File: config.mk
export PLATFORM = sky130hd
export DESIGN_NAME = nios_led3_btn_irq_master
export DESIGN_NICKNAME = d
export VERILOG_FILES = /design/src/rtl/nios_led3_pkg.sv /design/src/rtl/nios_led3_holdoff_timer.sv /design/src/rtl/nios_led3_btn_irq_master.sv
export SDC_FILE = /design/constraint.sdc
export NUM_CORES = 1
export LEC_CHECK = 0
export ABC_CLOCK_PERIOD_IN_PS = 1950
export CORE_MARGIN = 5
export CORE_UTILIZATION = 35
export DETAILED_ROUTE_END_ITERATION = 12
export PLACE_DENSITY = 0.62
export SYNTH_ARGS = -nofsm -noshare
export SYNTH_HDL_FRONTEND = slang
export SYNTH_SLANG_ARGS = --single-unit
export TNS_END_PERCENT = 5
File: constraint.sdc
create_clock -name clk -period 1.95 [get_ports clk]
set_input_delay 0.39 -clock clk [delete_from_list [all_inputs] [get_ports clk]]
set_output_delay 0.39 -clock clk [all_outputs]
set_load 0.01 [all_outputs]
File: src/rtl/nios_led3_pkg.sv
// Shared definitions for the button-to-LED interrupt servicer and its PIO slave.
package nios_led3_pkg;

    localparam int unsigned BTN_W_DEF = 2;
    localparam int unsigned DATA_W    = 32;
    localparam int unsigned ADDR_W    = 2;

    // PIO register map
    localparam logic [ADDR_W-1:0] PIO_DATA = 2'd0;
    localparam logic [ADDR_W-1:0] PIO_MASK = 2'd2;
    localparam logic [ADDR_W-1:0] PIO_EDGE = 2'd3;

    typedef enum logic [2:0] {
        ST_INIT,
        ST_IDLE,
        ST_RD_ADDR,
        ST_RD_WAIT,
        ST_CLEAR,
        ST_UPDATE,
        ST_HOLDOFF
    } state_e;

endpackage

File: src/rtl/nios_led3_holdoff_timer.sv
// Debounce hold-off down-counter: load sets CYC-1, count decrements to zero, done_c flags zero.
module nios_led3_holdoff_timer #(
    parameter int unsigned CYC = 50000
) (
    input  logic clk,
    input  logic reset_n,
    input  logic load,
    input  logic count,
    output logic done_c
);

    localparam int unsigned W = (CYC > 0) ? $clog2(CYC + 1) : 1;
    localparam logic [W-1:0] LOAD_VAL = (CYC > 0) ? W'(CYC - 1) : '0;

    logic [W-1:0] cnt;

    // Down-counter; stops at zero so done_c stays high until the next load
    always_ff @(posedge clk or negedge reset_n) begin
        if (!reset_n) begin
            cnt <= '0;
        end else if (load) begin
            cnt <= LOAD_VAL;
        end else if (count && !done_c) begin
            cnt <= cnt - W'(1);
        end
    end

    assign done_c = (cnt == '0);

endmodule

File: src/rtl/nios_led3_btn_irq_master.sv
// Avalon-MM initiator that services the button PIO interrupt in hardware and toggles LEDs.
module nios_led3_btn_irq_master
    import nios_led3_pkg::*;
#(
    parameter int unsigned      BTN_W       = BTN_W_DEF,
    parameter logic [BTN_W-1:0] MASK_INIT   = '1,
    parameter int unsigned      HOLDOFF_CYC = 50000,
    parameter int unsigned      CNT_W       = 16
) (
    input  logic              clk,
    input  logic              reset_n,
    input  logic              enable,
    input  logic              irq,
    input  logic [DATA_W-1:0] readdata,
    output logic [ADDR_W-1:0] address,
    output logic              chipselect,
    output logic              write_n,
    output logic [DATA_W-1:0] writedata,
    output logic [BTN_W-1:0]  led_out,
    output logic [CNT_W-1:0]  event_count,
    output logic              busy
);

    state_e            state_q, state_d;
    logic [BTN_W-1:0]  cap_q, cap_d;
    logic [ADDR_W-1:0] address_d;
    logic              chipselect_d;
    logic              write_n_d;
    logic [DATA_W-1:0] writedata_d;
    logic [BTN_W-1:0]  led_d;
    logic [CNT_W-1:0]  count_d;
    logic              hold_load_c;
    logic              hold_done_c;
    logic              unused_readdata_c;

    // Only the edge bits of the capture register are meaningful
    assign unused_readdata_c = &{1'b0, readdata[DATA_W-1:BTN_W]};

    nios_led3_holdoff_timer #(
        .CYC (HOLDOFF_CYC)
    ) u_holdoff (
        .clk     (clk),
        .reset_n (reset_n),
        .load    (hold_load_c),
        .count   (state_q == ST_HOLDOFF),
        .done_c  (hold_done_c)
    );

    // State and registered bus/status outputs
    always_ff @(posedge clk or negedge reset_n) begin
        if (!reset_n) begin
            state_q     <= ST_INIT;
            cap_q       <= '0;
            address     <= '0;
            chipselect  <= 1'b0;
            write_n     <= 1'b1;
            writedata   <= '0;
            led_out     <= '0;
            event_count <= '0;
            busy        <= 1'b1;
        end else begin
            state_q     <= state_d;
            cap_q       <= cap_d;
            address     <= address_d;
            chipselect  <= chipselect_d;
            write_n     <= write_n_d;
            writedata   <= writedata_d;
            led_out     <= led_d;
            event_count <= count_d;
            busy        <= (state_d != ST_IDLE);
        end
    end

    // Next state; bus fields are decoded for the state being entered so they appear in that state
    always_comb begin
        state_d      = state_q;
        cap_d        = cap_q;
        address_d    = address;
        chipselect_d = 1'b0;
        write_n_d    = 1'b1;
        writedata_d  = writedata;
        led_d        = led_out;
        count_d      = event_count;
        hold_load_c  = 1'b0;

        case (state_q)
            ST_INIT: begin
                // First cycle after reset issues the mask write, second cycle moves on
                if (!chipselect) begin
                    chipselect_d = 1'b1;
                    write_n_d    = 1'b0;
                    address_d    = PIO_MASK;
                    writedata_d  = DATA_W'(MASK_INIT);
                end else begin
                    state_d = ST_IDLE;
                end
            end
            ST_IDLE: begin
                if (irq && enable) begin
                    state_d      = ST_RD_ADDR;
                    chipselect_d = 1'b1;
                    address_d    = PIO_EDGE;
                end
            end
            ST_RD_ADDR: begin
                state_d = ST_RD_WAIT;
            end
            ST_RD_WAIT: begin
                cap_d = readdata[BTN_W-1:0];
                if (readdata[BTN_W-1:0] != '0) begin
                    state_d      = ST_CLEAR;
                    chipselect_d = 1'b1;
                    write_n_d    = 1'b0;
                    address_d    = PIO_EDGE;
                    writedata_d  = '0;
                end else begin
                    state_d = ST_IDLE;
                end
            end
            ST_CLEAR: begin
                state_d = ST_UPDATE;
            end
            ST_UPDATE: begin
                led_d   = led_out ^ cap_q;
                count_d = event_count + CNT_W'(1);
                if (HOLDOFF_CYC == 0) begin
                    state_d = ST_IDLE;
                end else begin
                    state_d     = ST_HOLDOFF;
                    hold_load_c = 1'b1;
                end
            end
            ST_HOLDOFF: begin
                if (hold_done_c) begin
                    state_d = ST_IDLE;
                end
            end
            default: begin
                state_d = ST_INIT;
            end
        endcase
    end

endmodule
==> impl_metrics.env <==
export IMPL_dr_pass1_iters=4
export IMPL_yosys_area_share_simple=0.233
export IMPL_cp_top_family="simple AND/OR/NAND/NOR gates"
export IMPL_path_max_fanout=6
export IMPL_io_buffers=30
export IMPL_cap_violations=0
export IMPL_n_antenna_cell=0
export IMPL_swShare=0.340
export IMPL_slew_headroom=0.626
export IMPL_grt_pass1_wl_um=7310
export IMPL_cts_tree="yes"
export IMPL_slew_viol_final=0
export IMPL_grt_pass1_vias=1593
export IMPL_dieWidth_um=93.2
export IMPL_rsz0062_at_grt="no"
export IMPL_share_comb_of_total_power=0.362
export IMPL_pwr_share_clk=0.199
export IMPL_num_rows=30
export IMPL_synth_fa_ha_area_frac=0.0103
export IMPL_startpoint="u_holdoff.cnt[6]"
export IMPL_gr_total_overflow=0
export IMPL_p_leak_nw=1.20
export IMPL_synth_edf_count=0
export IMPL_ios=91
export IMPL_drtAntennaViolNets=0
export IMPL_hp_class="in -> async"
export IMPL_clk_insertion_delay_late_ps=290
export IMPL_pre_cts_ws_ps=69.0
export IMPL_yosysTopAreaCellShare=0.444
export IMPL_place_congestion=0.785
export IMPL_post_cts_buffers=0
export IMPL_yosysWarnings=0
export IMPL_ctsHoldBuffers=0
export IMPL_cp_num_buf_inv=0
export IMPL_min_period_ps=1770
export IMPL_post_route_period_util=0.910
export IMPL_cp_cell_sequence="or3_4, nor4_2, nand4_1, xor2_1, nand2_1"
export IMPL_cp_depth=5
export IMPL_worstPathRequired_ps=2130
export IMPL_hold_viol_final=0
export IMPL_drive_above_1_share=0.141
export IMPL_crit_end="u_holdoff.cnt[15]"
export IMPL_dr_total_vias=1678
export IMPL_fin_skew_ps=3.06
export IMPL_setup_viol=0
export IMPL_coreArea_um2=6760
export IMPL_syn_avg_cell_area_um2=10.1
export IMPL_syn_inst=239
export IMPL_nets=314
export IMPL_synth_async_reset_ratio=1.00
export IMPL_cts_root_buffer="clkbuf_8"
export IMPL_start_kind="flip-flop"
export IMPL_synth_cell_types=52
export IMPL_slowest_delay_ps=470
export IMPL_dpl_hpwl_um=3310
export IMPL_yosys_area_top_type="dfrtp_1"
export IMPL_clkTransAtPathRegs_ps=80
export IMPL_setup_tns_ps=0
export IMPL_grt_max_degree=46
export IMPL_netlist_area_um2=2420
export IMPL_syn_to_final_growth_pct=17.6
export IMPL_dr_first_iter_drc_count=36
export IMPL_start_util=0.358
export IMPL_synth_area_mux_share=0.0305
export IMPL_ys_flop_type="dfrtp_1"
export IMPL_clock_fmax_mhz=564
export IMPL_worstSetupPathType="reg -> reg"
export IMPL_cts_resized=0
export IMPL_cts_buffers=5
export IMPL_htree_levels=2
export IMPL_wl_um=4460
export IMPL_power_switching_mw=1.03
export IMPL_cts_buffer_depth=2
export IMPL_routedWlPerCell_um=12.5
export IMPL_power_internal_mw=1.99
export IMPL_seqPwrFrac=0.439
export IMPL_viasPerCell=4.70
export IMPL_r2r_slack_ps=180
export IMPL_clkSinkCount=45
export IMPL_irDropWorstVdd_uv=366
export IMPL_critPathCaptureType="flip-flop"
export IMPL_fillers=677
export IMPL_finalWorstSetupSlack_ps=176
export IMPL_r2r_end="u_holdoff.cnt[15]"
export IMPL_antenna_found_initial=0
export IMPL_grtUsageTotal=0.104
export IMPL_status="finished clean"
export IMPL_die_h_um=93.2
export IMPL_synth_seq_cells=45
export IMPL_cp_slowest_cell="dfrtp_1"
export IMPL_synth_top_cells_by_area="dfrtp_1, buf_4, xnor2_1"
export IMPL_synth_top_family_by_area="simple AND/OR/NAND/NOR gates"
export IMPL_rr_worst_depth=5
export IMPL_dieArea_um2=8680
export IMPL_pwr_density_cell_nw_per_um2=1060
export IMPL_synth_compound_area_share=0.0594
export IMPL_r2r_start="u_holdoff.cnt[6]"
export IMPL_ys_seq_area_frac=0.466
export IMPL_synth_xor_area_share=0.0868
export IMPL_arrival_ps=1950
export IMPL_drc_errors=0
export IMPL_tightest_slew_ps=560
## worst register-to-register path: stages (launching register included)
cell     delay, ps
dfrtp_1        470
or3_4          440
nor4_2         360
nand4_1        160
xor2_1         160
nand2_1         70
## cell type report
class	count	area, um2	area share
inverter	3	11.3	0.00396
multi-input combinational	182	1150	0.403
clock buffer	6	82.6	0.0290
tap	80	100	0.0352
timing repair buffer	39	363	0.127
clock inverter	2	13.8	0.00484
sequential	45	1130	0.396
## per-layer routing
| metal | vias to the layer above | wire length, um | global-route usage |
|---|---|---|---|
| li1 | 837 | - | - |
| met1 | 787 | 2060 | 0.134 |
| met2 | 48 | 2030 | 0.167 |
| met3 | 6 | 305 | 0.0322 |
| met4 | 0 | 57 | 0.0342 |
| met5 | - | 0 | 0 |
## cell usage in the layout, fill, tap and decap left out, types with 6 or more instances in the layout
cell	instances
a21oi_1	6
buf_4	9
clkbuf_8	6
clkdlybuf4s50_1	29
conb_1	30
dfrtp_1	43
nand2_1	22
nand3_1	13
nand4_1	6
nor2_1	17
xnor2_1	17
xor2_1	7
## how the worst min path moves through the flow
stage / to / slack [ps]
after floorplan: address[0] / 90
after global placement: event_count[15] / 460
after detailed placement: address[1] / 460
after CTS: event_count[8] / 190
after global routing: event_count[5] / 230
final: event_count[3] / 160
## cell families (layout without fill, tap and decap cells)
| group | count (synthesis) | count (layout) |
|---|---|---|
| buffers and inverters | 41 | 50 |
| other | 1 | 30 |
| DFF | 45 | 45 |
| adders and majority gates | 2 | 2 |
| AOI/OAI and AO/OA | 22 | 22 |
| xor gates and xnor gates | 24 | 24 |
| and+or+nand+nor | 97 | 97 |
| muxes | 7 | 7 |
## state kept, by name, summed over array words and instances, names as in the netlist
| signal | count |
|---|---|
| cap_q | 2 |
| u_holdoff.cnt | 16 |
| write_n | 1 |
| busy | 1 |
| address | 2 |
| writedata | 1 |
| state_q | 3 |
| led_out | 2 |
| event_count | 16 |
| chipselect | 1 |
## cell usage after synthesis (2+ instances only)
master / number
nand2b_1: 2
nand2_1: 22
a21oi_1: 6
and3_1: 2
inv_1: 2
nor3_1: 3
or3_1: 2
o21ai_0: 4
clkbuf_1: 5
or2_1: 2
o31ai_1: 2
dfstp_2: 2
dfrtp_1: 43
mux2_2: 3
nor4_1: 4
and3b_1: 2
nor2b_1: 4
nand4_2: 2
mux2i_1: 4
xnor2_1: 17
ha_1: 2
nor2_1: 17
buf_2: 2
nand3_1: 13
nand4b_1: 2
xor2_1: 7
buf_4: 31
o211ai_1: 2
or2_2: 2
nand4_1: 6
## through the flow
step	area (um2)	instances	power [mW]	utilization	hold slack [ps]
global placement	2730	349	2.43	0.404	464
floorplan	2530	268	2.04	-	94.4
global route	2850	357	3.24	0.421	228
CTS	2830	357	3.06	0.419	191
detailed placement	2730	349	2.44	0.404	457
finish	2850	357	3.02	0.421	165
## power by group through the flow
stage	combinational, mW	sequential (mW)	clock (mW)
2_1_floorplan	0.684	1.36	0
3_3_place_gp	1.09	1.34	0
3_5_place_dp	1.10	1.34	0
4_1_cts	1.11	1.33	0.630
5_1_grt	1.21	1.36	0.660
6_report	1.09	1.33	0.602
(Power assumes the default switching activity.)
